## src/rtl/count_down_timer_pkg.sv

```systemverilog
// rtl/count_down_timer_pkg.sv - state encodings and defaults for the count-down timer
package count_down_timer_pkg;

    typedef enum logic [1:0] {
        ST_IDLE  = 2'd0,
        ST_RUN   = 2'd1,
        ST_PAUSE = 2'd2,
        ST_DONE  = 2'd3
    } state_t;

    localparam logic [3:0] RELOAD_DEF_C = 4'hF;

endpackage

```

## src/rtl/count_down_timer_prescaler.sv

```systemverilog
// rtl/count_down_timer_prescaler.sv - free-running prescaler with an enable-qualified terminal flag
module count_prescaler #(
    parameter int PRESCALE_W = 25
) (
    input  logic clk,
    input  logic rst,
    input  logic clr,
    input  logic en,
    output logic term
);

    logic [PRESCALE_W-1:0] cnt;

    always_ff @(posedge clk) begin
        if (rst || clr) begin
            cnt <= '0;
        end else if (en) begin
            cnt <= cnt + PRESCALE_W'(1);
        end
    end

    // Only a live (enabled) all-ones count is a step; a frozen one must not repeat it.
    assign term = en && (cnt == '1);

endmodule

```

## src/rtl/count_down_timer.sv

```systemverilog
// rtl/count_down_timer.sv - loadable, pausable prescaled down-counter driving the LEDs
module count_down_timer
    import count_down_timer_pkg::*;
#(
    parameter int                PRESCALE_W = 25,
    parameter int                CNT_W      = 4,
    parameter logic [CNT_W-1:0]  RELOAD_DEF = CNT_W'(RELOAD_DEF_C)
) (
    input  logic             clk,
    input  logic             rst,
    input  logic             load,
    input  logic [CNT_W-1:0] load_val,
    input  logic             start,
    input  logic             pause,
    input  logic             wrap_en,
    output logic [CNT_W-1:0] count_out,
    output logic             tick,
    output logic             done,
    output logic             running
);

    state_t           state;
    state_t           state_next;
    logic [CNT_W-1:0] reload_reg;
    logic [CNT_W-1:0] count_next;
    logic             tick_next;
    logic             presc_clr;
    logic             presc_en;
    logic             term;

    // Prescaler controls kept outside the FSM block so term never feeds back into it.
    assign presc_en  = !load && (state == ST_RUN) && !pause;
    assign presc_clr = load || (state == ST_IDLE) || ((state == ST_DONE) && start);

    count_prescaler #(
        .PRESCALE_W (PRESCALE_W)
    ) u_prescaler (
        .clk  (clk),
        .rst  (rst),
        .clr  (presc_clr),
        .en   (presc_en),
        .term (term)
    );

    always_comb begin
        state_next = state;
        count_next = count_out;
        tick_next  = 1'b0;
        if (load) begin
            state_next = ST_IDLE;
            count_next = load_val;
        end else begin
            case (state)
                ST_IDLE: begin
                    if (start) state_next = ST_RUN;
                end
                ST_RUN: begin
                    if (pause) begin
                        state_next = ST_PAUSE;
                    end else if (term) begin
                        if (count_out != '0) begin
                            count_next = count_out - CNT_W'(1);
                            tick_next  = 1'b1;
                        end else if (wrap_en) begin
                            count_next = reload_reg;
                            tick_next  = 1'b1;
                        end else begin
                            state_next = ST_DONE;
                        end
                    end
                end
                ST_PAUSE: begin
                    if (!pause) state_next = ST_RUN;
                end
                ST_DONE: begin
                    if (start) begin
                        state_next = ST_RUN;
                        count_next = reload_reg;
                    end
                end
                default: state_next = ST_IDLE;
            endcase
        end
    end

    always_ff @(posedge clk) begin
        if (rst) begin
            state      <= ST_IDLE;
            reload_reg <= RELOAD_DEF;
            count_out  <= RELOAD_DEF;
            tick       <= 1'b0;
            done       <= 1'b0;
            running    <= 1'b0;
        end else begin
            state     <= state_next;
            count_out <= count_next;
            tick      <= tick_next;
            done      <= (state_next == ST_DONE);
            running   <= (state_next == ST_RUN);
            if (load) reload_reg <= load_val;
        end
    end

endmodule
```

## config.mk

```make
export PLATFORM = sky130hd
export DESIGN_NAME = count_down_timer
export DESIGN_NICKNAME = d
export VERILOG_FILES = /design/src/rtl/count_down_timer_pkg.sv /design/src/rtl/count_down_timer_prescaler.sv /design/src/rtl/count_down_timer.sv
export SDC_FILE = /design/constraint.sdc
export NUM_CORES = 1
export LEC_CHECK = 0
export CAP_MARGIN = 20
export CORE_UTILIZATION = 55
export DETAILED_ROUTE_END_ITERATION = 12
export PLACE_DENSITY = 0.77
export SLEW_MARGIN = 15
export SYNTH_ARGS = -nofsm -noshare
export SYNTH_HDL_FRONTEND = slang
export SYNTH_HIERARCHICAL = 1
export SYNTH_SLANG_ARGS = --single-unit
```

## constraint.sdc

```tcl
create_clock -name clk -period 9.4 [get_ports clk]
set_clock_uncertainty 0.2 [all_clocks]
set_input_delay 1.88 -clock clk [delete_from_list [all_inputs] [get_ports clk]]
set_output_delay 1.88 -clock clk [all_outputs]
set_load 0.02 [all_outputs]
```

==> impl_metrics.csv, run 1 <==
group,metric,value,unit
status,status,"finished, final reports clean",
route,routed_wl,3.48,mm
hold_path,hp-class,"reg2reg",
route,drt_pre_antenna_iters,4,
power_and_ir_drop,p_comb_share,8.6,%
global_routing,grt_first_pass_wirelength,5.89,mm
critical_path,cpMaxStageDelayCell,"clkdlybuf4s50_1",
global_routing,antenna_found_initial,0,
cells_and_area,largest_reg_flops,25,
logic_synthesis,yosysWarnings,6,
floorplan,ios,17,
clocking,post_cts_buffers,0,
power_and_ir_drop,p_seq_share,60.0,%
placement,hpwl,2.42,mm
logic_synthesis,synth_ff_type,"dfxtp_1",
clocking,cts_hold_buffers,0,
cells_and_area,n_fill_cell,309,
logic_synthesis,syn_area_per_cell,8.45,sq um
sta,fin_ws,3760,ps
route,vias,1582,
critical_path,crit_chain,"clkdlybuf4s50_1, nor2_1, and2_1, nand4_4, or4_4, nor4_1, or3b_4, a21oi_4, o311ai_0, o311a_1",
logic_synthesis,syn_inst,229,
global_routing,grt.overflow.total,0,
power_and_ir_drop,p_sw,66.8,uW
sta,min_period_over_period,60.0,%
cells_and_area,finish.net_count,256,
clocking,cts_tree,"built",
route,drc,0,
route,post_drt_wl_per_cell,12.1,microns
critical_path,worstSetupStartpoint,"load",
critical_path,critical_path.n_buffers_inverters,1,
sta,slew_viol_final,0,
global_routing,track_usage,21.0,%
critical_path,r2r-start,"state[0]",
floorplan,die_area,3760,sq um
sta,tns,0,ps
logic_synthesis,synth_async_sr_flop_share,0,%
route,drt_iter0_drc,83,
placement,placed_cell_area,2090,sq um
logic_synthesis,yosys.cell_types.count,45,
placement,port_buffers,16,
clocking,htree_levels,2,
sta,rsz0062_at_grt,"false",
sta,fmax,177,MHz
power_and_ir_drop,powerDensity,129,nW/um^2
floorplan,rows,21,
power_and_ir_drop,peakVddDrop,0.104,mV
hold_path,hp-start,"reload_reg[0]",
critical_path,critical-path-top-delay-family,"simple AND/OR/NAND/NOR gates",
global_routing,grt_max_degree,26,
sta,setup_violations,0,
logic_synthesis,synth_nets,245,
power_and_ir_drop,clock_power_share,31.4,%
clocking,insertion_delay,340,ps
logic_synthesis,yosysSeqAreaShare,39.3,%
clocking,numCtsBuffers,5,
power_and_ir_drop,p_sw_share,24.0,%
placement,gp_congestion,0.784,
logic_synthesis,netlist_area,1940,sq um
clocking,root_buffer,"clkbuf_4",
cells_and_area,area_growth,11.2,%
placement,pre_cts_ws,3410,ps
route,drtAntennaViolNets,0,
critical_path,critPathMaxStageDelay,730,ps
power_and_ir_drop,p_int,212,uW
critical_path,crit_fanout,19,
sta,whs,274,ps
sta,hold_viol_final,0,
power_and_ir_drop,p_leak,0.683,nW
clocking,clock_path_buffers,2,
cells_and_area,drive_gt1_share,5.81,%
cells_and_area,num_antenna_cells,0,
cells_and_area,final_area,2150,sq um
critical_path,crit_arrival,5680,ps
job,maxCapViolations,0,
logic_synthesis,ys_ff_latch,38,
clocking,clk_pin_slew,110,ps
critical_path,path_class,"in2reg",
critical_path,critical_path_required,9440,ps
critical_path,cp-end-kind,"flop",
clocking,cts_sinks,38,
sta,min_period,5640,ps
global_routing,grt_pass1_vias,1394,
floorplan,die_w,61.3,microns
clocking,postCtsResizedCells,0,
sta,worstMarginPinSlew,622,ps
critical_path,cp-start-kind,"input port",
sta,slew_headroom,58.4,%
floorplan,die_h,61.3,microns
floorplan,coreArea,3360,sq um
route,viasPerCell,5.51,
logic_synthesis,synth_edf_count,0,
floorplan,initial_core_util,57.6,%
[placed cells by master, fill, tap and decap left out, types with 4 or more instances in the layout]
cell type        synthesis  layout
dfxtp_1                 38      38
nor2_1                  23      23
a21oi_1                 17      17
clkdlybuf4s50_1          0      16
inv_1                   14      14
o21ai_0                 12      12
nand2_1                 11      11
or3_1                   10      10
nand3_1                  8       8
or4_1                    8       8
nand4_1                  6       6
ha_1                     6       6
xnor2_1                  6       6
o31ai_1                  6       6
nor3_1                   5       5
clkbuf_4                 0       5
o21ai_1                  4       4
nor2b_1                  4       4
xor2_1                   4       4
[cells by family (layout without fill, tap and decap cells)]
family | count (synthesis) | in the layout | synth area share [%]
flops | 38 | 38 | 39.3
simple gates | 91 | 91 | 26.8
mux | 4 | 4 | 2.26
xor+xnor | 10 | 10 | 4.52
buf+inv | 26 | 38 | 5.88
compound gates | 54 | 54 | 17.4
fa+ha+maj | 6 | 6 | 3.88
[cells in the mapped netlist (2+ instances only)]
cell,number,area (sq um)
a211o_1,3,26.3
a21oi_1,17,85.1
a31oi_1,3,18.8
and2_1,2,12.5
and4_1,2,17.5
buf_2,4,20.0
clkbuf_1,6,22.5
dfxtp_1,38,761
ha_1,6,75.1
inv_1,14,52.6
mux2i_1,3,30.0
nand2_1,11,41.3
nand2b_1,2,12.5
nand3_1,8,40.0
nand4_1,6,37.5
nor2_1,23,86.3
nor2b_1,4,25.0
nor3_1,5,25.0
nor4_1,3,18.8
o21ai_0,12,60.1
o21ai_1,4,20.0
o31ai_1,6,45.0
or3_1,10,62.6
or4_1,8,60.1
xnor2_1,6,52.6
xor2_1,4,35.0
[worst paths after layout]
kind | cells past startpoint | end | slack, ps
min reg2reg | 2 | reload_reg[0] | 270
max | 10 | count_out[2] | 3760
min | 2 | reload_reg[0] | 270
max reg2reg | 9 | count_out[2] | 5460
[worst min-delay path, delay by kind of cell (launching register included)]
kind / cells / cell delay [ps]
flip-flops: 1 / 330
buffers and inverters: 1 / 50
AO/OA/AOI/OAI: 1 / 60
[metal layers]
layer,up-vias,global-route usage [%],part of all wire (%)
li1,840,-,-
met1,722,27.5,53
met2,15,33.1,44
met3,5,5.67,2.7
met4,0,7.79,0.81
met5,-,0,0
[power by group through the flow]
stage               Sequential (mW)  Combinational [mW]  Clock, mW
floorplan                     0.172              0.0130          0
global placement              0.171              0.0236          0
detailed placement            0.171              0.0238          0
CTS                           0.167              0.0239     0.0909
global route                  0.168              0.0268     0.0977
finish                        0.167              0.0239     0.0876
[cell type report]
| class | instances | area [sq um] | share of cell area, % |
|---|---|---|---|
| clock buffers | 7 | 55.1 | 2.56 |
| clock inverters | 1 | 5.00 | 0.233 |
| inverters | 14 | 52.6 | 2.44 |
| multi-input cells | 165 | 1060 | 49.3 |
| flip-flops and latches | 38 | 761 | 35.3 |
| well taps | 46 | 57.6 | 2.67 |
| repair buffers | 16 | 160 | 7.44 |
[per-stage QoR]
stage / cells / utilization [%] / power [mW]
2_1_floorplan: 229 / - / 0.185
3_3_place_gp: 279 / 62.2 / 0.194
3_5_place_dp: 279 / 62.2 / 0.194
4_1_cts: 287 / 64.0 / 0.282
5_1_grt: 287 / 64.0 / 0.292
6_report: 287 / 64.0 / 0.279
(Power assumes the default switching activity.)
==> run 2, diff against run 1 <==
==> constraint.sdc (replaced) <==
create_clock -name clk -period 5.5 [get_ports clk]
set_clock_uncertainty 0.2 [all_clocks]
set_input_delay 1.1 -clock clk [delete_from_list [all_inputs] [get_ports clk]]
set_output_delay 1.1 -clock clk [all_outputs]
set_load 0.02 [all_outputs]
==> run 2 against run 1 <==
Effect of this change:
- critical path depth did not move
- die area did not move
- highest routed layer unchanged
- worst hold slack lost 6.9 ps
- setup slack got worse by 2700 ps
- utilization decreased by 0.22 points
- register-to-register slack worse by 3900 ps
- sequential share of layout area up 0.12 points
- via count did not move
- largest power group unchanged
- total power increased by 65%
- cell count unchanged
- combinational power up 72%
- largest cell class unchanged
==> impl_metrics.csv, run 2 (synthesis results as in run 1) <==
group,metric,value,unit
floorplan,ios,17,
floorplan,die_h,61.3,microns
critical_path,path_class,"in2reg",
critical_path,cp-end-kind,"flop",
clocking,postCtsResizedCells,0,
critical_path,cp-start-kind,"input port",
clocking,clk_pin_slew,110,ps
cells_and_area,finish.net_count,257,
floorplan,initial_core_util,57.6,%
critical_path,reg2reg_slack,1570,ps
route,vias,1582,
power_and_ir_drop,powerDensity,214,nW/um^2
global_routing,track_usage,20.1,%
clocking,insertion_delay,340,ps
route,viasPerCell,5.51,
power_and_ir_drop,p_sw,111,uW
critical_path,cp.depth,10,
clocking,numCtsBuffers,5,
clocking,cts_tree,"built",
placement,gp_congestion,0.794,
global_routing,grt.overflow.total,0,
route,drt_iter0_drc,92,
clocking,cts_hold_buffers,0,
sta,hold_viol_final,0,
power_and_ir_drop,p_seq_share,62.0,%
critical_path,critPathCapture,"count_out[2]",
route,post_drt_wl_per_cell,11.6,microns
cells_and_area,mostFrequentLayoutCells,"dfxtp_1, nor2_1, a21oi_1, clkdlybuf4s50_1, inv_1",
critical_path,critical_path.n_buffers_inverters,1,
floorplan,die_w,61.3,microns
job,maxCapViolations,0,
floorplan,rows,21,
critical_path,crit_chain,"clkdlybuf4s50_1, nor2_1, and2_1, nand4_4, or4_4, nor4_1, or3b_4, a21oi_4, o311ai_0, o311a_1",
status,status,"finished, final reports clean",
cells_and_area,num_antenna_cells,0,
critical_path,critical_path_required,5540,ps
sta,fmax,224,MHz
sta,worstMarginPinSlew,572,ps
clocking,root_buffer,"clkbuf_4",
sta,min_period,4460,ps
clocking,htree_levels,2,
critical_path,cpMaxStageDelayCell,"or4_4",
cells_and_area,drive_gt1_share,5.39,%
sta,tns,0,ps
cells_and_area,largest_reg_flops,25,
global_routing,grt_util_met3,6.30,%
power_and_ir_drop,p_comb_share,8.9,%
hold_path,min_path_cells,2,
critical_path,crit_arrival,4500,ps
critical_path,critPathMaxStageDelay,640,ps
clocking,cts_sinks,38,
cells_and_area,n_fill_cell,313,
sta,slew_viol_final,0,
power_and_ir_drop,clock_power_share,29.0,%
critical_path,r2r-start,"state[0]",
route,drtAntennaViolNets,0,
cells_and_area,final_area,2140,sq um
global_routing,grt_pass1_vias,1369,
route,drt_pre_antenna_iters,4,
power_and_ir_drop,p_leak,0.678,nW
power_and_ir_drop,peakVddDrop,0.156,mV
route,routed_wl,3.34,mm
critical_path,critical-path-top-delay-family,"simple AND/OR/NAND/NOR gates",
global_routing,antenna_found_initial,0,
global_routing,grt_max_degree,26,
sta,slew_headroom,61.5,%
critical_path,reg2reg_depth,9,
global_routing,gr-max-usage-layer,"met2",
placement,placed_cell_area,2100,sq um
floorplan,coreArea,3360,sq um
critical_path,worstSetupStartpoint,"pause",
placement,port_buffers,16,
route,drc,0,
clocking,clock_path_buffers,2,
sta,setup_violations,0,
critical_path,crit_fanout,15,
cells_and_area,final_common_cell,"dfxtp_1",
critical_path,timing.rr.end,"count_out[2]",
floorplan,die_area,3760,sq um
global_routing,grt_first_pass_wirelength,5.66,mm
global_routing,met2_usage,32.6,%
cells_and_area,area_growth,10.8,%
global_routing,grt_util_met1,25.2,%
placement,hpwl,2.35,mm
power_and_ir_drop,p_sw_share,24.2,%
clocking,post_cts_buffers,0,
sta,min_period_over_period,81.1,%
hold_path,hp-class,"reg2reg",
sta,rsz0062_at_grt,"false",
power_and_ir_drop,p_int,349,uW
==> run 2: changes by cell type in the layout (fill, tap and decap cells not counted) <==
cell,before,now
buf_4,0,1
clkbuf_1,1,2
clkbuf_8,1,0
clkinv_2,1,0
==> run 2: worst reg2reg max path, cell delays in order, from the launching register on <==
cell and delay (ps):
dfxtp_1 440, ha_1 410, and2_1 390, nand4_4 190, or4_4 640, nor4_1 560
or3b_4 460, a21oi_4 240, o311ai_0 170, o311a_1 150
==> run 2: how the worst min path moves through the flow <==
stage | start | endpoint | slack (ps)
2_1_floorplan | reload_reg[0] | reload_reg[0] | 230
3_3_place_gp | reload_reg[0] | reload_reg[0] | 240
3_5_place_dp | reload_reg[0] | reload_reg[0] | 250
4_1_cts | reload_reg[0] | reload_reg[0] | 270
5_1_grt | reload_reg[0] | reload_reg[0] | 280
6_report | reload_reg[0] | reload_reg[0] | 270
==> run 2: final cells by class <==
| type | instances | area [sq um] | share of cell area (%) |
|---|---|---|---|
| Tap cell | 46 | 57.6 | 2.68 |
| Multi-Input combinational cell | 165 | 1060 | 49.5 |
| Sequential cell | 38 | 761 | 35.5 |
| Timing Repair Buffer | 17 | 168 | 7.82 |
| Inverter | 14 | 52.6 | 2.45 |
| Clock buffer | 7 | 45.0 | 2.10 |
==> run 2: per-layer routing <==
layer / part of all wire, % / wire (microns) / vias to the layer above
met1: 51 / 1710 / 713
met5: 0 / 0 / -
li1: - / - / 846
met2: 45 / 1500 / 21
met4: 0.63 / 21 / 0
met3: 3.3 / 109 / 2
==> run 2: power groups by stage <==
stage,clock [mW],sequential [mW],combinational (mW)
6_report,0.134,0.285,0.0411
5_1_grt,0.150,0.286,0.0455
4_1_cts,0.139,0.285,0.0412
3_5_place_dp,0,0.292,0.0410
3_3_place_gp,0,0.292,0.0407
2_1_floorplan,0,0.294,0.0222
==> run 2: through the flow <==
step	hold slack, ps	setup WS [ps]	utilization (%)	power [mW]	cells
global placement	242	813	62.4	0.332	280
finish	267	1040	63.8	0.460	287
CTS	270	1060	63.8	0.466	287
global route	284	819	63.8	0.481	287
floorplan	231	1260	-	0.316	229
detailed placement	251	665	62.4	0.333	280
==> run 3, diff against run 2 <==
==> constraint.sdc (replaced) <==
create_clock -name clk -period 4.2 [get_ports clk]
set_clock_uncertainty 0.2 [all_clocks]
set_input_delay 0.84 -clock clk [delete_from_list [all_inputs] [get_ports clk]]
set_output_delay 0.84 -clock clk [all_outputs]
set_load 0.02 [all_outputs]
==> run 3 against run 2 <==
Effect of this change:
- total power increased by 63%
- via count is 3.0% higher
- cell area up 4.1%
- setup slack got worse by 530 ps
- sequential power grew 31%
- sequential share of layout area is 1.4 points lower
- clock power rose by 140%
- critical path type unchanged
- critical endpoint unchanged
- largest power group unchanged
- highest routed layer unchanged
==> impl_metrics.csv, run 3 (synthesis results as in run 1) <==
group,metric,value,unit
clocking,postCtsResizedCells,0,
sta,fmax,271,MHz
job,maxCapViolations,0,
clocking,clock_path_buffers,2,
sta,tns,0,ps
critical_path,cpMaxStageDelayCell,"or4_4",
critical_path,crit_arrival,3730,ps
sta,worstMarginPinSlew,526,ps
floorplan,coreArea,3360,sq um
cells_and_area,final_area,2230,sq um
critical_path,cp-start-kind,"input port",
placement,gp_congestion,0.772,
clocking,clk_pin_slew,110,ps
critical_path,critical_path.n_buffers_inverters,1,
critical_path,cp.depth,10,
critical_path,critPathMaxStageDelay,540,ps
cells_and_area,num_antenna_cells,0,
route,drtAntennaViolNets,0,
cells_and_area,largest_reg_flops,25,
critical_path,r2r-start,"state[0]",
floorplan,ios,17,
route,drt_pre_antenna_iters,4,
floorplan,rows,21,
placement,hpwl,2.57,mm
power_and_ir_drop,powerDensity,337,nW/um^2
clocking,post_cts_buffers,0,
route,drc,0,
cells_and_area,n_fill_cell,321,
sta,slew_headroom,64.8,%
critical_path,critical-path-top-delay-family,"simple AND/OR/NAND/NOR gates",
route,drt_iter0_drc,80,
critical_path,worstSetupStartpoint,"pause",
power_and_ir_drop,p_leak,0.726,nW
hold_path,hp-start,"reload_reg[0]",
route,wl_met1,1.89,mm
clocking,insertion_delay,340,ps
sta,min_period_over_period,87.9,%
placement,port_buffers,16,
clocking,htree_levels,2,
cells_and_area,area_growth,15.4,%
floorplan,die_w,61.3,microns
route,wl_met3,90,microns
floorplan,die_h,61.3,microns
route,wl_met2,1.73,mm
floorplan,initial_core_util,57.6,%
cells_and_area,regArea,761,sq um
power_and_ir_drop,peakVddDrop,0.313,mV
clocking,cts_hold_buffers,0,
clocking,numCtsBuffers,5,
clocking,root_buffer,"clkbuf_4",
critical_path,path_class,"in2reg",
cells_and_area,mostFrequentLayoutCells,"dfxtp_1, nor2_1, a21oi_1, clkdlybuf4s50_1, inv_1",
global_routing,track_usage,22.4,%
critical_path,reg2reg_depth,9,
floorplan,die_area,3760,sq um
cells_and_area,final_util,66.4,%
route,post_drt_wl_per_cell,12.9,microns
global_routing,grt_pass1_vias,1458,
global_routing,grt_max_degree,26,
hold_path,hp-class,"reg2reg",
sta,setup_violations,0,
sta,slew_viol_final,0,
sta,min_period,3690,ps
cells_and_area,drive_gt1_share,7.76,%
clocking,cts_tree,"built",
route,vias,1630,
clocking,cts_sinks,38,
cells_and_area,finish.net_count,260,
status,status,"finished, final reports clean",
global_routing,grt.overflow.total,0,
critical_path,critical_path_required,4240,ps
cells_and_area,multiInputGateArea,1060,sq um
critical_path,crit_fanout,9,
critical_path,crit_chain,"clkdlybuf4s50_1, nor2_1, and2_1, nand4_4, or4_4, nor4_1, or3b_4, a21oi_4, o311ai_0, o311a_1",
route,routed_wl,3.75,mm
hold_path,min_path_cells,2,
route,highest-signal-layer,"met4",
route,viasPerCell,5.60,
global_routing,grt_first_pass_wirelength,6.14,mm
cells_and_area,final_common_cell,"dfxtp_1",
global_routing,antenna_found_initial,0,
critical_path,cp-end-kind,"flop",
sta,rsz0062_at_grt,"false",
sta,hold_viol_final,0,
placement,placed_cell_area,2120,sq um
run 3: cell types whose count changed in the layout (fill, tap and decap cells not counted):
cell | before | now
clkbuf_1 | 2 | 0
buf_4 | 1 | 4
clkbuf_8 | 0 | 1
bufinv_16 | 0 | 2
run 3: power breakdown:
part           switching, mW  leakage, nW  internal [mW]
Sequential           0.00708        0.308          0.367
Combinational         0.0277        0.359         0.0269
Clock                  0.122       0.0585          0.202
run 3: stage by stage:
step	std cells	worst slack (ps)	hold slack (ps)	total power, mW
5_1_grt	291	266	319	0.780
6_report	291	508	283	0.752
3_3_place_gp	283	185	243	0.436
4_1_cts	291	491	286	0.756
3_5_place_dp	283	119	265	0.437
2_1_floorplan	229	219	231	0.413
run 3: area by class of cell:
class	count	area share, %
repair buffers	20	8.52
well taps	46	2.58
inverters	14	2.35
clock inverters	2	2.69
clock buffers	6	2.30
multi-input cells	165	47.5
flip-flops and latches	38	34.1
run 3: worst min-delay path: stages (launching register included):
cell,delay (ps)
dfxtp_1,330
inv_1,60
o21ai_1,60
run 3: path summary, 6_finish.rpt:
check	to	slack, ps
max	count_out[2]	510
min reg2reg	reload_reg[0]	280
max reg2reg	count_out[2]	750
min	reload_reg[0]	280
run 3: metal layers:
metal  global-route usage [%]  vias to the layer above
met1                     28.2                      752
met2                     36.8                       21
li1                         -                      853
met3                     5.04                        4
met5                        0                        -
met4                     9.42                        0
